`src/rtl/trap_filter_v2.sv`:
```
// Trapezoidal pulse shaper: a delay-line difference followed by two accumulators and a
// pole-zero term. It has a valid-qualified sample stream and run-time k/l/M/shift configuration.
module trap_filter_v2 #(
    parameter int unsigned DATA_W    = 16,
    parameter int unsigned MAX_DEPTH = 64,
    parameter int unsigned M_W       = 8,
    parameter int unsigned ACC_W     = 40,
    parameter int unsigned K_DEF     = 2,
    parameter int unsigned L_DEF     = 4,
    parameter int unsigned M_DEF     = 0,
    parameter int unsigned SHIFT_DEF = 4
) (
    input  logic                                 clk,
    input  logic                                 reset,
    input  logic                                 in_valid,
    input  logic signed [DATA_W-1:0]             in_data,
    input  logic                                 cfg_we,
    input  logic        [$clog2(MAX_DEPTH+1)-1:0] cfg_k,
    input  logic        [$clog2(MAX_DEPTH+1)-1:0] cfg_l,
    input  logic        [M_W-1:0]                cfg_m,
    input  logic        [4:0]                    cfg_shift,
    output logic                                 cfg_err,
    output logic                                 out_valid,
    output logic signed [DATA_W-1:0]             out_data,
    output logic                                 out_sat
);

    localparam int unsigned CW = $clog2(MAX_DEPTH + 1);
    localparam int unsigned DW = DATA_W + 2;

    localparam logic signed [ACC_W-1:0] SAT_HI = {{(ACC_W - DATA_W + 1){1'b0}},
                                                  {(DATA_W - 1){1'b1}}};
    localparam logic signed [ACC_W-1:0] SAT_LO = {{(ACC_W - DATA_W + 1){1'b1}},
                                                  {(DATA_W - 1){1'b0}}};

    // ------------------------------------------------------------------
    // Configuration
    // ------------------------------------------------------------------
    logic [CW-1:0]  k_q, l_q, kl_q;
    logic [M_W-1:0] m_q;
    logic [4:0]     shift_q;
    logic           cfg_err_q;

    logic [CW:0]    cfg_sum;
    logic           cfg_legal;
    logic           flush;
    logic           sample_en;

    always_comb begin
        cfg_sum   = {1'b0, cfg_k} + {1'b0, cfg_l};
        cfg_legal = (cfg_k != '0) && (cfg_l >= cfg_k) && (cfg_sum <= (CW + 1)'(MAX_DEPTH));
        flush     = cfg_we && cfg_legal;
        // Configuration writes take priority; a coincident sample is dropped.
        sample_en = in_valid && !cfg_we;
    end

    always_ff @(posedge clk) begin
        if (!reset) begin
            k_q       <= CW'(K_DEF);
            l_q       <= CW'(L_DEF);
            kl_q      <= CW'(K_DEF + L_DEF);
            m_q       <= M_W'(M_DEF);
            shift_q   <= 5'(SHIFT_DEF);
            cfg_err_q <= 1'b0;
        end else if (cfg_we) begin
            if (cfg_legal) begin
                k_q       <= cfg_k;
                l_q       <= cfg_l;
                kl_q      <= cfg_sum[CW-1:0];
                m_q       <= cfg_m;
                shift_q   <= cfg_shift;
                cfg_err_q <= 1'b0;
            end else begin
                cfg_err_q <= 1'b1;
            end
        end
    end

    assign cfg_err = cfg_err_q;

    // ------------------------------------------------------------------
    // Delay line: hist_q[j] holds v[n-1-j], so tap(k) = v[n-k] = hist_q[k-1]
    // ------------------------------------------------------------------
    logic signed [DATA_W-1:0] hist_q [MAX_DEPTH+1];
    logic signed [DATA_W-1:0] tap_k, tap_l, tap_kl;

    always_comb begin
        tap_k  = hist_q[k_q - 1'b1];
        tap_l  = hist_q[l_q - 1'b1];
        tap_kl = hist_q[kl_q - 1'b1];
    end

    always_ff @(posedge clk) begin
        if (!reset || flush) begin
            for (int i = 0; i <= int'(MAX_DEPTH); i++) begin
                hist_q[i] <= '0;
            end
        end else if (sample_en) begin
            hist_q[0] <= in_data;
            for (int i = 1; i <= int'(MAX_DEPTH); i++) begin
                hist_q[i] <= hist_q[i-1];
            end
        end
    end

    // ------------------------------------------------------------------
    // Five-stage datapath
    // ------------------------------------------------------------------
    logic signed [DW-1:0]    d_q, d_d;
    logic signed [ACC_W-1:0] p_q, p_d;
    logic signed [ACC_W-1:0] md_q, md_d;
    logic signed [ACC_W-1:0] r_q, r_d;
    logic signed [ACC_W-1:0] s_q, s_d;
    logic                    v1_q, v2_q, v3_q, v4_q;

    logic signed [ACC_W-1:0] d_ext, m_ext;
    logic signed [ACC_W-1:0] t_val;
    int unsigned             sh_amt;

    logic signed [DATA_W-1:0] out_data_q, out_data_d;
    logic                     out_sat_q, out_sat_d;
    logic                     out_valid_q;

    always_comb begin
        d_d   = DW'(in_data) - DW'(tap_k) - DW'(tap_l) + DW'(tap_kl);

        d_ext = ACC_W'(d_q);
        m_ext = ACC_W'(m_q);
        p_d   = p_q + d_ext;
        md_d  = d_ext * m_ext;

        r_d   = p_q + md_q;
        s_d   = s_q + r_q;
    end

    always_comb begin
        sh_amt = 32'(shift_q);
        if (sh_amt >= ACC_W) begin
            sh_amt = ACC_W - 1;
        end
        t_val = s_q >>> sh_amt;
        if (t_val > SAT_HI) begin
            out_data_d = SAT_HI[DATA_W-1:0];
            out_sat_d  = 1'b1;
        end else if (t_val < SAT_LO) begin
            out_data_d = SAT_LO[DATA_W-1:0];
            out_sat_d  = 1'b1;
        end else begin
            out_data_d = t_val[DATA_W-1:0];
            out_sat_d  = 1'b0;
        end
    end

    always_ff @(posedge clk) begin
        if (!reset || flush) begin
            d_q  <= '0;
            p_q  <= '0;
            md_q <= '0;
            r_q  <= '0;
            s_q  <= '0;
            v1_q <= 1'b0;
            v2_q <= 1'b0;
            v3_q <= 1'b0;
            v4_q <= 1'b0;
        end else begin
            v1_q <= sample_en;
            v2_q <= v1_q;
            v3_q <= v2_q;
            v4_q <= v3_q;
            if (sample_en) begin
                d_q <= d_d;
            end
            if (v1_q) begin
                p_q  <= p_d;
                md_q <= md_d;
            end
            if (v2_q) begin
                r_q <= r_d;
            end
            if (v3_q) begin
                s_q <= s_d;
            end
        end
    end

    // Output data/sat hold their last value across a flush; only reset clears them.
    always_ff @(posedge clk) begin
        if (!reset) begin
            out_valid_q <= 1'b0;
            out_data_q  <= '0;
            out_sat_q   <= 1'b0;
        end else begin
            out_valid_q <= v4_q && !flush;
            if (v4_q && !flush) begin
                out_data_q <= out_data_d;
                out_sat_q  <= out_sat_d;
            end
        end
    end

    assign out_valid = out_valid_q;
    assign out_data  = out_data_q;
    assign out_sat   = out_sat_q;

endmodule

```
`config.mk`:
```
export PLATFORM = sky130hd
export DESIGN_NAME = trap_filter_v2
export DESIGN_NICKNAME = d
export VERILOG_FILES = /design/src/rtl/trap_filter_v2.sv
export SDC_FILE = /design/constraint.sdc
export NUM_CORES = 2
export LEC_CHECK = 0
export CELL_PAD_IN_SITES_DETAIL_PLACEMENT = 1
export CELL_PAD_IN_SITES_GLOBAL_PLACEMENT = 2
export CORE_AREA = 2 2 415 417
export CTS_BUF_LIST = sky130_fd_sc_hd__clkbuf_16
export DETAILED_ROUTE_END_ITERATION = 7
export DIE_AREA = 0 0 417 419
export PLACE_DENSITY_LB_ADDON = 0.1
export SLEW_MARGIN = 0
export SYNTH_ARGS = -nofsm -noshare
export SYNTH_HDL_FRONTEND = slang
export SYNTH_SLANG_ARGS = --single-unit
```
`constraint.sdc`:
```
create_clock -name clk -period 46.5 [get_ports clk]
set_input_delay 4.65 -clock clk [delete_from_list [all_inputs] [get_ports clk]]
set_output_delay 4.65 -clock clk [all_outputs]
set_load 0.02 [all_outputs]
```
==> summary.md <==
| Metric | Value |
|---|---|
| Cell seen most often among critical-path stages | `sky130_fd_sc_hd__buf_4` |
| Final min period | `10.23 ns` |
| Setup repair bufs after CTS | `0` |
| Number of H-tree levels | `4` |
| Highest-utilization routing layer at the global route stage | `met2` |
| Synthesized-area fraction occupied by xor and xnor cells | `0.0142` |
| Overall die area | `175,000 um^2` |
| Classification of the worst setup path | `input pin to flop` |
| Remaining Overflow, GRT | `0` |
| Sinks on Clock Net | `1,262` |
| Setup repair after global routing missed its margin | `false` |
| Final worst clock skew | `0.0324 ns` |
| Placed insts | `8,237` |
| Layout overhead on the synthesized area | `8.10%` |
| Maximum number of pins on one net before global-route repair | `291` |
| Most common cell in the netlist | `sky130_fd_sc_hd__and3_1` |
| Length of the first detailed-routing pass in iterations | `5` |
| Maximum fanout along the worst path | `167` |
| Die height | `419 um` |
| Via density per instance | `6.75` |
| Root Buffer | `sky130_fd_sc_hd__clkbuf_16` |
| Headroom to the max-slew limit | `0.0560` |
| Detailed-route DRC error count | `0` |
| Hpwl dp | `147,000 um` |
| Post-Layout Inst Area | `93,300 um^2` |
| Compound-cell area share of the yosys netlist | `0.0466` |
| Number of hold violations in the final report | `0` |
| Transition at the pin with the smallest max-transition slack | `1.42 ns` |
| Port Buf Inserts | `65` |
| Register clock-pin slew on the reported worst setup and hold paths | `0.06 ns` |
| Flip-flop and latch count after synthesis | `1,262` |
| Required arrival time at the worst endpoint | `46.91 ns` |
| CORE AREA | `171,000 um^2` |
| Run status | `finished, final reports clean` |
| Global routing met3 resource utilization | `0.0422` |
| Count of nets left with antenna violations after detail routing | `0` |
| Cts hold-fix bufs | `0` |
| Hold Crit Class | `flop to flop` |
| Critical-path cell with the highest stage delay | `sky130_fd_sc_hd__buf_4` |
| Fraction of the mapped netlist area in adder cells | `0.0649` |
| Initial antenna violation count | `11` |
| Critical Path, Cell by Cell | `clkdlybuf4s50_1, ha_1, inv_1, fa_1, o21bai_1, a21oi_1, xnor2_1, nand4_1, o41ai_1, o311a_2, nor2b_4, nand2_4, buf_4, buf_12, buf_4` |
| Top-level port count | `66` |
| Total routed wirelength | `243,000 um` |
| Count of yosys warnings during synthesis | `0` |
| Most numerous cell types in the synthesized netlist | `sky130_fd_sc_hd__and3_1 (1,066), sky130_fd_sc_hd__edfxtp_1 (1,040), sky130_fd_sc_hd__mux4_2 (1,036)` |
| Simple logic cell fraction of the synthesized area | `0.125` |
| Fraction of final layout cells with drive strength greater than 1 | `0.225` |
| Detailed Route Iter0 Violations | `5,372` |
| Total negative slack for setup checks | `0 ns` |
| Post-synth cell types | `86` |
| Total power of the final layout | `0.00340 W` |
| Standard cell area after detailed placement | `88,600 um^2` |
| Routability-driven placement congestion ratio | `0.828` |
| Peak VDD IR | `0.0461 mV` |
| Cell taking the most area after synthesis | `sky130_fd_sc_hd__edfxtp_1` |
| Maximum clock insertion buffer count | `3` |
| Gate count after technology mapping | `6,424` |
| Total power density per cell area | `36.5 nW/um^2` |
| Routed wire per std cell | `28.5 um` |
| Share of synthesized area spent on multiplexers | `0.297` |
| Critical Path End Type | `flop` |
| Net Count, Synth | `6,828` |
| Standby leakage power | `38.5 nW` |
| Number of non-filler instances in the completed layout | `8,514` |
| GRT met2 Usage | `0.457` |
| Die X-Extent | `417 um` |
| Dominant cells by area after synthesis | `sky130_fd_sc_hd__edfxtp_1 (36%), sky130_fd_sc_hd__mux4_2 (27%), sky130_fd_sc_hd__and3_1 (7.7%)` |
| Post-synthesis cell area | `86,300 um^2` |
| Ys async rst share | `0` |
| Count of cells resized by post-cts repair | `0` |
| Arrival time at the worst endpoint | `10.65 ns` |
| Share of the synthesized area in the top cell type | `0.362` |
| Mean instance size in the synthesized netlist | `13.4 um^2` |
| Most used flip-flop cell after synthesis | `sky130_fd_sc_hd__edfxtp_1` |
| Met1 layer usage reported by global route | `0.397` |
| Crit path largest cell delay | `0.88 ns` |
| Sequential area share after synthesis | `0.413` |
| Overall Global Routing Usage | `0.283` |
| Dominant combinational cell family by area after synthesis | `multiplexers` |
| Vias in the first global route | `61.0k` |
| Via Count | `57.5k` |
| Timing-limited maximum frequency | `97.7 MHz` |
| Number of placement rows | `152` |
| Wire length of the first global-routing pass | `383,000 um` |
| Slew Viols, Final | `0` |
| Category of the worst setup path launch point | `input pin` |
| Max-capacitance violation count | `0` |
| Number of nets in the finished design | `6,563` |
| CTS tree | `done` |
| Number of setup violations in the final report | `0` |
| Final period utilization | `0.220` |
| Initial core utilization | `0.506` |
| Number of flops mapped to enable cells by yosys | `1,040` |
| Worst skew pair latency | `0.81 ns` |
| Number of buffers created by CTS | `153` |
[final timing paths]
| kind | from | endpoint | slack [ns] | cells after the start |
|---|---|---|---|---|
| worst max-delay path | cfg_k[0] | hist_q[56][9]$_SDFFCE_PN0P_ | 36.27 | 15 |
| worst min-delay path | out_data[11]$_SDFFE_PN0P_ | out_data[11]$_SDFFE_PN0P_ | 0.46 | 1 |
| worst max register to register | l_q[0]$_SDFFE_PN0P_ | d_q[16]$_SDFFE_PP0P_ | 37.22 | 25 |
| worst min register to register | out_data[11]$_SDFFE_PN0P_ | out_data[11]$_SDFFE_PN0P_ | 0.46 | 1 |
[kinds of logic (layout without fill, tap and decap cells)]
logic type / after synthesis / after routing
simple gates: 1922 / 1922
flops: 1262 / 1262
mux: 1255 / 1255
buf+inv: 869 / 723
compound gates: 619 / 619
fa+ha+maj: 357 / 357
xor+xnor: 140 / 140
other cells: 0 / 3
[power breakdown]
group          internal [W]  leakage (nW)  switching (W)  total, W
logic              0.000379          23.1       0.000466  0.000845
clock network      0.000651          2.43       0.000501   0.00115
registers           0.00132          13.0      0.0000896   0.00141
[critical path: cells and delay by family]
kind / cells / cell delay [ns]
AO/OA/AOI/OAI: 4 / 0.85
XOR/XNOR: 1 / 0.21
adder cells (fa/ha/maj): 2 / 0.60
buffers and inverters: 5 / 3.07
AND/OR/NAND/NOR: 3 / 0.99
[metal layers]
| metal | part of all wire | wire, um |
|---|---|---|
| met1 | 0.42 | 103000 |
| met2 | 0.48 | 117000 |
| met3 | 0.060 | 14600 |
| met4 | 0.033 | 8130 |
| met5 | 0 | 0 |
[sequential cells by signal, indices dropped and copies added, names as in the netlist]
name	count
cfg_err	1
d_q	18
hist_q	1040
k_q	7
kl_q	7
l_q	7
m_q	8
md_q	27
out_data	16
out_sat	1
out_valid	1
p_q	40
r_q	40
s_q	40
shift_q	5
v1_q	1
v2_q	1
v3_q	1
v4_q	1
[stage by stage]
step / util / hold slack [ns] / setup slack, ns
2_1_floorplan: - / 0.445 / 15.53
3_3_place_gp: 0.519 / 0.450 / 35.59
3_5_place_dp: 0.519 / 0.453 / 35.44
4_1_cts: 0.547 / 0.464 / 36.29
5_1_grt: 0.547 / 0.486 / 35.84
6_report: 0.547 / 0.460 / 36.27
[cells in the final DEF (no fill, tap or decap), types with 10 or more instances in the layout]
| cell type | Yosys | final |
|---|---|---|
| sky130_fd_sc_hd__nor4_1 | 11 | 11 |
| sky130_fd_sc_hd__nand4_1 | 26 | 26 |
| sky130_fd_sc_hd__o21a_1 | 23 | 23 |
| sky130_fd_sc_hd__mux2i_1 | 198 | 198 |
| sky130_fd_sc_hd__o211ai_1 | 21 | 21 |
| sky130_fd_sc_hd__a31oi_1 | 27 | 27 |
| sky130_fd_sc_hd__ha_1 | 206 | 203 |
| sky130_fd_sc_hd__and2_1 | 96 | 96 |
| sky130_fd_sc_hd__nand3_1 | 61 | 61 |
| sky130_fd_sc_hd__a211o_1 | 27 | 27 |
| sky130_fd_sc_hd__clkinv_2 | 0 | 24 |
| sky130_fd_sc_hd__a21boi_0 | 10 | 10 |
| sky130_fd_sc_hd__buf_12 | 0 | 13 |
| sky130_fd_sc_hd__fa_1 | 151 | 151 |
| sky130_fd_sc_hd__a21o_1 | 66 | 66 |
| sky130_fd_sc_hd__edfxtp_1 | 1040 | 1040 |
| sky130_fd_sc_hd__nand3b_1 | 15 | 15 |
| sky130_fd_sc_hd__nand2b_1 | 26 | 25 |
| sky130_fd_sc_hd__a211oi_1 | 40 | 40 |
| sky130_fd_sc_hd__clkdlybuf4s50_1 | 0 | 64 |
| sky130_fd_sc_hd__a21oi_1 | 191 | 191 |
| sky130_fd_sc_hd__inv_1 | 290 | 326 |
| sky130_fd_sc_hd__buf_4 | 1 | 80 |
| sky130_fd_sc_hd__xor2_1 | 47 | 41 |
| sky130_fd_sc_hd__o21ai_0 | 102 | 102 |
| sky130_fd_sc_hd__dfxtp_1 | 222 | 213 |
| sky130_fd_sc_hd__and3_1 | 1066 | 1066 |
| sky130_fd_sc_hd__xnor2_1 | 93 | 84 |
| sky130_fd_sc_hd__clkinv_1 | 0 | 32 |
| sky130_fd_sc_hd__or3_1 | 19 | 19 |
| sky130_fd_sc_hd__o21bai_1 | 13 | 13 |
| sky130_fd_sc_hd__clkbuf_16 | 0 | 156 |
| sky130_fd_sc_hd__mux2_2 | 16 | 16 |
| sky130_fd_sc_hd__mux4_2 | 1036 | 1036 |
| sky130_fd_sc_hd__nand2_1 | 230 | 229 |
| sky130_fd_sc_hd__nor2_1 | 238 | 238 |
| sky130_fd_sc_hd__nor3_1 | 39 | 39 |
| sky130_fd_sc_hd__nor2b_1 | 60 | 58 |
[final cells by class]
type	instances	area [um^2]
clock inverters	118	787
inverters	291	1090
fillers	16294	77300
clock buffers	156	3900
multi-input cells	4293	47500
well taps	2233	2790
flip-flops and latches	1262	35700
diodes	3	7.51
repair buffers	158	1510
No activity file was read; power rests on OpenSTA's default activity.
